--- src/rtl/bias_update_unit.sv ---
// Training stage for the bias weight table: queues {index, weight} per prediction,
// applies the saturating update on resolve, and drives the table write port.
module bias_update_unit #(
  parameter int DEPTH    = 4,
  parameter int INDEX_W  = 10,
  parameter int WEIGHT_W = 2
) (
  input  logic                     clk,
  input  logic                     rst,
  input  logic                     pred_valid,
  input  logic [INDEX_W-1:0]       pred_index,
  input  logic [WEIGHT_W-1:0]      pred_weight,
  output logic                     pred_ready,
  input  logic                     res_valid,
  input  logic                     res_taken,
  input  logic                     flush,
  output logic                     upd_en,
  output logic [INDEX_W-1:0]       upd_index,
  output logic [WEIGHT_W-1:0]      upd_weight,
  output logic [$clog2(DEPTH):0]   count,
  output logic                     overflow,
  output logic                     underflow
);

  localparam int PTR_W = $clog2(DEPTH);
  localparam int CNT_W = PTR_W + 1;
  localparam logic [CNT_W-1:0]    FULL_CNT = CNT_W'(DEPTH);
  localparam logic [WEIGHT_W:0]   W_ONE    = {{WEIGHT_W{1'b0}}, 1'b1};
  localparam logic [WEIGHT_W:0]   W_MAX    = {1'b0, {WEIGHT_W{1'b1}}};

  logic [INDEX_W-1:0]  r_idx [DEPTH];
  logic [WEIGHT_W-1:0] r_wgt [DEPTH];
  logic [PTR_W-1:0]    r_head;
  logic [PTR_W-1:0]    r_tail;
  logic [CNT_W-1:0]    r_count;
  logic                r_upd_en;
  logic [INDEX_W-1:0]  r_upd_index;
  logic [WEIGHT_W-1:0] r_upd_weight;
  logic                r_overflow;
  logic                r_underflow;

  logic                w_full;
  logic                w_empty;
  logic                w_push;
  logic                w_pop;
  logic [INDEX_W-1:0]  w_head_idx;
  logic [WEIGHT_W-1:0] w_head_wgt;
  logic [WEIGHT_W:0]   w_sum;
  logic [WEIGHT_W-1:0] w_new_wgt;
  logic                w_changed;
  logic [WEIGHT_W-1:0] w_push_wgt;

  assign w_full     = (r_count == FULL_CNT);
  assign w_empty    = (r_count == '0);
  assign w_push     = pred_valid && !w_full && !flush;
  assign w_pop      = res_valid && !w_empty && !flush;
  assign w_head_idx = r_idx[r_head];
  assign w_head_wgt = r_wgt[r_head];

  // Saturating update computed one bit wider so wrap-around is visible in the MSB.
  // NOTE: every always_comb output gets a default first so no path can infer a latch.
  always_comb begin
    w_sum     = '0;
    w_new_wgt = w_head_wgt;
    if (res_taken) begin
      w_sum     = {1'b0, w_head_wgt} + W_ONE;
      w_new_wgt = (w_sum > W_MAX) ? W_MAX[WEIGHT_W-1:0] : w_sum[WEIGHT_W-1:0];
    end else begin
      w_sum     = {1'b0, w_head_wgt} - W_ONE;
      w_new_wgt = w_sum[WEIGHT_W] ? '0 : w_sum[WEIGHT_W-1:0];
    end
  end

  assign w_changed = (w_new_wgt != w_head_wgt);

  // A pushed entry must see the freshest weight for its slot, newest source first.
  always_comb begin
    w_push_wgt = pred_weight;
    if (w_pop && (w_head_idx == pred_index)) begin
      w_push_wgt = w_new_wgt;
    end else if (r_upd_en && (r_upd_index == pred_index)) begin
      w_push_wgt = r_upd_weight;
    end
  end

  // NOTE: queue storage carries no reset; its contents are meaningless while count is 0.
  always_ff @(posedge clk) begin
    if (w_pop) begin
      for (int i = 0; i < DEPTH; i++) begin
        if (r_idx[i] == w_head_idx) begin
          r_wgt[i] <= w_new_wgt;
        end
      end
    end
    if (w_push) begin
      r_idx[r_tail] <= pred_index;
      r_wgt[r_tail] <= w_push_wgt;
    end
  end

  // NOTE: state registers use non-blocking assignments so every reader sees pre-edge values.
  always_ff @(posedge clk) begin
    if (rst) begin
      r_head       <= '0;
      r_tail       <= '0;
      r_count      <= '0;
      r_upd_en     <= 1'b0;
      r_upd_index  <= '0;
      r_upd_weight <= '0;
      r_overflow   <= 1'b0;
      r_underflow  <= 1'b0;
    end else if (flush) begin
      r_head   <= '0;
      r_tail   <= '0;
      r_count  <= '0;
      r_upd_en <= 1'b0;
    end else begin
      if (w_push) r_tail <= r_tail + 1'b1;
      if (w_pop)  r_head <= r_head + 1'b1;
      case ({w_push, w_pop})
        2'b10:   r_count <= r_count + 1'b1;
        2'b01:   r_count <= r_count - 1'b1;
        default: r_count <= r_count;
      endcase
      r_upd_en <= w_pop && w_changed;
      if (w_pop) begin
        r_upd_index  <= w_head_idx;
        r_upd_weight <= w_new_wgt;
      end
      if (pred_valid && w_full) r_overflow  <= 1'b1;
      if (res_valid && w_empty) r_underflow <= 1'b1;
    end
  end

  assign pred_ready = !w_full;
  assign upd_en     = r_upd_en;
  assign upd_index  = r_upd_index;
  assign upd_weight = r_upd_weight;
  assign count      = r_count;
  assign overflow   = r_overflow;
  assign underflow  = r_underflow;

endmodule

--- config.mk ---
export PLATFORM = sky130hd
export DESIGN_NAME = bias_update_unit
export DESIGN_NICKNAME = d
export VERILOG_FILES = /design/src/rtl/bias_update_unit.sv
export SDC_FILE = /design/constraint.sdc
export NUM_CORES = 1
export LEC_CHECK = 0
export ABC_CLOCK_PERIOD_IN_PS = 4100
export BUFFER_PORTS_ARGS = -buffer_cell sky130_fd_sc_hd__buf_4
export CAP_MARGIN = 20
export CORE_MARGIN = 5
export CORE_UTILIZATION = 40
export CTS_BUF_LIST = sky130_fd_sc_hd__clkbuf_8
export CTS_CLUSTER_DIAMETER = 30
export CTS_CLUSTER_SIZE = 20
export DETAILED_ROUTE_END_ITERATION = 16
export HOLD_SLACK_MARGIN = 0.05
export PLACE_DENSITY = 0.54
export SLEW_MARGIN = 20
export SYNTH_ARGS = -nofsm -noshare
export SYNTH_HDL_FRONTEND = slang
export SYNTH_SLANG_ARGS = --single-unit
--- constraint.sdc ---
create_clock -name clk -period 4.1 [get_ports clk]
set_input_delay 0.41 -clock clk [delete_from_list [all_inputs] [get_ports clk]]
set_output_delay 0.41 -clock clk [all_outputs]
set_load 0.02 [all_outputs]
==> results of run 1 <==
cell type report:
type / instances / area (um^2)
repair buffers: 39 / 293
clock buffers: 9 / 124
well taps: 129 / 161
inverters: 11 / 41.3
clock inverters: 7 / 111
flip-flops and latches: 72 / 1920
fillers: 833 / 4900
multi-input cells: 197 / 1770
stage by stage:
step	setup WS, ps	util [%]	instance area, um^2	hold WS (ps)	total power, mW
floorplan	1530	-	3850	479	0.908
global placement	1300	44.9	4190	455	0.956
detailed placement	1250	44.9	4190	477	0.957
CTS	1230	47.5	4430	291	1.62
global route	1080	47.5	4430	291	1.66
finish	1270	47.5	4430	301	1.61
how the worst min path moves through the flow:
stage	from	to	slack, ps	cells after the start
after global routing	pred_index[1]	r_idx[3][1]	290	1
after global placement	underflow	underflow	460	2
after detailed placement	underflow	underflow	480	2
final	pred_index[8]	r_idx[2][8]	300	1
after floorplan	rst	upd_index[3]	480	1
after CTS	pred_index[8]	r_idx[2][8]	290	1
placed cells by master, fill, tap and decap left out, types with 9 or more instances in the layout:
master    instances
dfxtp_1          24
buf_4            39
mux2i_1          14
nand2_1          22
clkbuf_8          9
inv_1            11
nor2_1           17
xor2_1           26
mux4_2           11
edfxtp_1         48
xnor2_2           9
a21oi_1          12
xnor2_1          32
synth_stat cells (2+ instances only):
cell type  instances  share of area [%]
buf_2              9                1.2
nand4_4            2                1.1
ha_1               5                1.6
nor3b_1            2               0.39
nor3_1             4               0.52
nand2_1           22                2.1
a21oi_1           12                1.6
buf_4              2               0.39
nor4_1             5               0.81
mux4_2            11                6.4
nor2_1            17                1.7
inv_1             10               0.98
a31o_1             3               0.68
nand4_1            5               0.81
and2_1             4               0.65
xor2_1            26                5.9
a2111oi_0          2               0.46
edfxtp_1          48                 37
xnor2_1           32                7.3
mux2i_1           14                3.6
nand3_1            2               0.26
xnor2_2            9                3.8
clkbuf_1           5               0.49
dfxtp_1           24                 12
o31ai_4            4                2.2
o21a_1             3               0.59
per-layer routing:
metal,global-route usage (%),wire (um)
met1,22.2,4070
met2,25.3,4240
met3,3.64,354
met4,4.60,75
met5,0,0
logic make-up after synthesis:
kind of cell,after synthesis,synth area share (%)
fa+ha+maj,7,2.41
flops,72,50.0
buf+inv,29,3.93
xor+xnor,67,17.0
mux,26,10.8
simple gates,68,9.46
compound gates,29,6.47
sequential cells by signal (all words and copies together) (netlist names), named ones only:
register and count:
count 3, overflow 1, r_head 2, r_idx 40, r_tail 2, r_wgt 8, underflow 1, upd_en 1
upd_index 10, upd_weight 2
report_power, final:
part	total (mW)	internal, mW	leakage, nW	switching, mW
Combinational	0.147	0.0629	0.780	0.0838
Sequential	0.793	0.785	0.630	0.00813
Clock	0.668	0.400	0.122	0.268
Total	1.61	1.25	1.53	0.360
critical path, stage by stage, from the launching register on:
cell and delay [ps]:
dfxtp_1 720, buf_4 310, mux4_2 630, xnor2_2 230, nand4_4 220, o31ai_4 340, mux2i_1 110
==> results.txt, run 1 <==
Final ANT Viol Nets -> 0
run status -> finished, final reports clean
FMAX -> 353 MHz
Initial Util -> 41.2%
cts repair resizes -> 0
total track usage -> 16.0%
Synth Register Bits -> 72
final period utilization -> 69.1%
total iterations of the first detailed-routing run -> 4
Worst VDD drop -> 0.176 mV
Setup Fix Bufs, Post-CTS -> 0
Setup Skew -> 9.20 ps
first-pass GRT wire length -> 13800 um
Placer Congestion -> 0.810
LEAKAGE -> 1.53 nW
DR WL/cell -> 18.8 um
vias in the first global route -> 2434
Reg2Reg Depth -> 6
Ys Warns -> 0
Worst-Margin Slew -> 812 ps
drc violations -> 0
critical path class -> reg -> reg
Vias -> 2317
Die Y -> 108 um
final setup vio count -> 0
cts hold-fix bufs -> 0
total negative setup slack -> 0 ps
core area -> 9330 um^2
post-DP HPWL -> 6260 um
H-tree depth -> 3
clock sinks -> 72
GRT overflow -> 0
CP Data Required Time -> 4180 ps
Post-Route WL -> 8740 um
Die Area -> 11700 um^2
post-synthesis cell type count -> 42
worst hold path type -> in -> reg
Power Density -> 363 nW/um^2
max cap viols -> 0
ys async rst share -> 0%
Layout Area Growth over Synthesis -> 15.1%
Buffers on Ports -> 36
Finished Layout Cells -> 464
initial antenna violation count -> 0
placed instance count -> 448
Post-synth EDFFs -> 48
Syn Std Cell Area -> 3850 um^2
I/O pins -> 37
die width -> 108 um
Num CTS Buffers -> 9
Synth Area per Inst -> 12.9 um^2
Clock Path Buffers -> 2
relative slew slack -> 45.8%
fraction of layout instances using a drive strength above 1 -> 24.5%
crit-path max FO -> 9
insertion delay to the later sink of the worst-skew pair -> 350 ps
TritonCTS clock tree -> built
Final Net Count -> 354
net count after synthesis -> 322
row cnt -> 35
Most used DFF post-synth -> edfxtp_1
Critical Path End -> r_wgt[3][1]
Seq/Total Area, Yosys -> 50.0%
CP Data Arrival Time -> 2910 ps
CTS clk-pin slew, worst paths -> 80 ps
Slew Limit Fails -> 0
Crit Reg-Reg Endpoint -> r_wgt[3][1]
RSZ-0062 raised after global routing -> no
FF-to-FF setup slack -> 1270 ps
number of diodes -> 0
Fin. Hold Viols -> 0
vias per inst -> 4.99
Final min period -> 2830 ps
endpoint class of the critical path -> flop
largest net degree at the start of global routing -> 19
drt initial violations -> 62
startpoint types -> flop
post-synthesis cell count -> 298
Root Buffer -> clkbuf_8
Power figures use the tool's default switching activity.
==> run 2, diff against run 1 <==
- ABC_CLOCK_PERIOD_IN_PS: 4100 -> 2800
- clock period: 4.1 -> 2.8 ns (I/O delays scaled with it)
==> run 2 against run 1 <==
Compared with the run above:
- combinational power up 48%
- critical path depth fell by 1
- setup slack got worse by 1000 ps
- register-to-register slack got worse by 1000 ps
- clock power up 33%
- maximum frequency up 10%
- total power increased by 41%
- non-clock buffer count grew 8
- utilization grew 0.51 points
- critical path type unchanged
- highest routed layer unchanged
==> results.txt, run 2 (synthesis gave the netlist of run 1 again) <==
run status -> finished, final reports clean
critical path class -> reg -> reg
total iterations of the first detailed-routing run -> 4 (unchanged)
fin area -> 4470 um^2 (+1.1%)
Layout Area Growth over Synthesis -> 16.3%
Power Density -> 506 nW/um^2 (+39%)
Worst VDD drop -> 0.247 mV (+40%)
first-pass GRT wire length -> 13500 um (-2.0%)
DR WL/cell -> 18.6 um (-1.2%)
startpoint types -> flop
DP Area -> 4260 um^2 (+1.7%)
GRT overflow -> 0 (unchanged)
Worst-Margin Slew -> 705 ps (-106 ps)
Placer Congestion -> 0.770 (-4.9%)
max reg flops -> 40 (unchanged)
largest net degree at the start of global routing -> 18 (-1)
Reg2Reg Depth -> 5 (-1)
Clock Path Buffers -> 2 (unchanged)
Hold Crit Start -> pred_index[8]
vias in the first global route -> 2367 (-2.8%)
Fin. Hold Viols -> 0 (unchanged)
relative slew slack -> 52.9% (+7.1 points)
Vias -> 2338 (+0.91%)
most common cell after layout, fill and taps aside -> edfxtp_1
clock sinks -> 72 (unchanged)
post-DP HPWL -> 6330 um (+1.1%)
total track usage -> 15.8% (-0.19 points)
Setup Skew -> 8.97 ps (-0.229 ps)
Root Buffer -> clkbuf_8
Num CTS Buffers -> 9 (unchanged)
cts repair resizes -> 0 (unchanged)
commonest non-fill, non-tap cells in the layout -> edfxtp_1, buf_4, xnor2_1
endpoint class of the critical path -> flop
worst hold path type -> in -> reg
Post-Route WL -> 8790 um (+0.55%)
insertion delay to the later sink of the worst-skew pair -> 350 ps (about the same)
worst slack, placed -> 230 ps (-1020 ps)
crit path cell chain -> mux4_2, xnor2_1, o2111ai_1, nor4_1, a31o_1
LEAKAGE -> 1.56 nW (+2.1%)
TritonCTS clock tree -> built
Slew Limit Fails -> 0 (unchanged)
Finished Layout Cells -> 472 (+1.7%)
die width -> 108 um (unchanged)
CP Data Required Time -> 2860 ps (-1320 ps)
Initial Util -> 41.2% (unchanged)
cts hold-fix bufs -> 0 (unchanged)
placed instance count -> 456 (+1.8%)
row cnt -> 35 (unchanged)
vias per inst -> 4.95 (-0.80%)
hold slack -> 164 ps (-137 ps)
max cap viols -> 0 (unchanged)
final worst slack -> 229 ps (-1040 ps)
core area -> 9330 um^2 (unchanged)
final period utilization -> 91.8% (+23 points)
CP Data Arrival Time -> 2630 ps (-280 ps)
fraction of layout instances using a drive strength above 1 -> 26.2% (+1.8 points)
final setup vio count -> 0 (unchanged)
drc violations -> 0 (unchanged)
Final ANT Viol Nets -> 0 (unchanged)
initial antenna violation count -> 0 (unchanged)
CP max stage delay -> 780 ps (+60 ps)
CTS clk-pin slew, worst paths -> 80 ps (about the same)
total negative setup slack -> 0 ps (unchanged)
FF-to-FF setup slack -> 230 ps (-1040 ps)
Setup Fix Bufs, Post-CTS -> 0 (unchanged)
Die Y -> 108 um (unchanged)
H-tree depth -> 3 (unchanged)
CP max-delay cell -> dfxtp_1
FMAX -> 389 MHz (+10%)
Buffers on Ports -> 36 (unchanged)
drt initial violations -> 133 (+110%)
Hold Path Cell Cnt -> 1 (unchanged)
RSZ-0062 raised after global routing -> no
Final min period -> 2570 ps (-263 ps)
Final Net Count -> 362 (+2.3%)
number of diodes -> 0 (unchanged)
crit-path max FO -> 14 (+5)
Die Area -> 11700 um^2 (unchanged)
I/O pins -> 37 (unchanged)
Most flops, register -> r_idx
-- run 2: critical path: cells and delay by family (launching register included) --
| family | cells | cell delay (ps) |
|---|---|---|
| xor+xnor | 1 | 250 |
| flops | 1 | 780 |
| mux | 1 | 520 |
| simple gates | 1 | 320 |
| compound gates | 2 | 410 |
-- run 2: through the flow --
stage / utilization (%) / total power [mW]
after CTS: 48.0 / 2.29
after floorplan: - / 1.33
after global placement: 45.7 / 1.40
after global routing: 48.0 / 2.35
after detailed placement: 45.7 / 1.40
final: 48.0 / 2.26
-- run 2: cell type report --
| class | count | area (um^2) |
|---|---|---|
| inverters | 11 | 41.3 |
| fillers | 834 | 4850 |
| clock inverters | 7 | 86.3 |
| clock buffers | 9 | 124 |
| multi-input cells | 197 | 1770 |
| well taps | 129 | 161 |
| flip-flops and latches | 72 | 1920 |
| repair buffers | 47 | 365 |
-- run 2: final timing paths --
path | end
setup / recovery | r_wgt[2][0]
setup reg to reg | r_wgt[2][0]
hold reg to reg | upd_index[0]
hold / removal | r_idx[2][8]
-- run 2: per-layer routing --
metal	track usage (%)	share of wire, %
met5	0	0
met1	22.3	47
met4	4.87	0.59
met2	24.5	48
met3	3.40	4.8
-- run 2: where the power goes --
part / leakage (nW) / internal (mW) / total, mW / switching, mW
sequential: 0.630 / 1.15 / 1.16 / 0.0114
combinational: 0.826 / 0.0950 / 0.217 / 0.122
clock: 0.108 / 0.494 / 0.886 / 0.392
total: 1.56 / 1.74 / 2.26 / 0.525
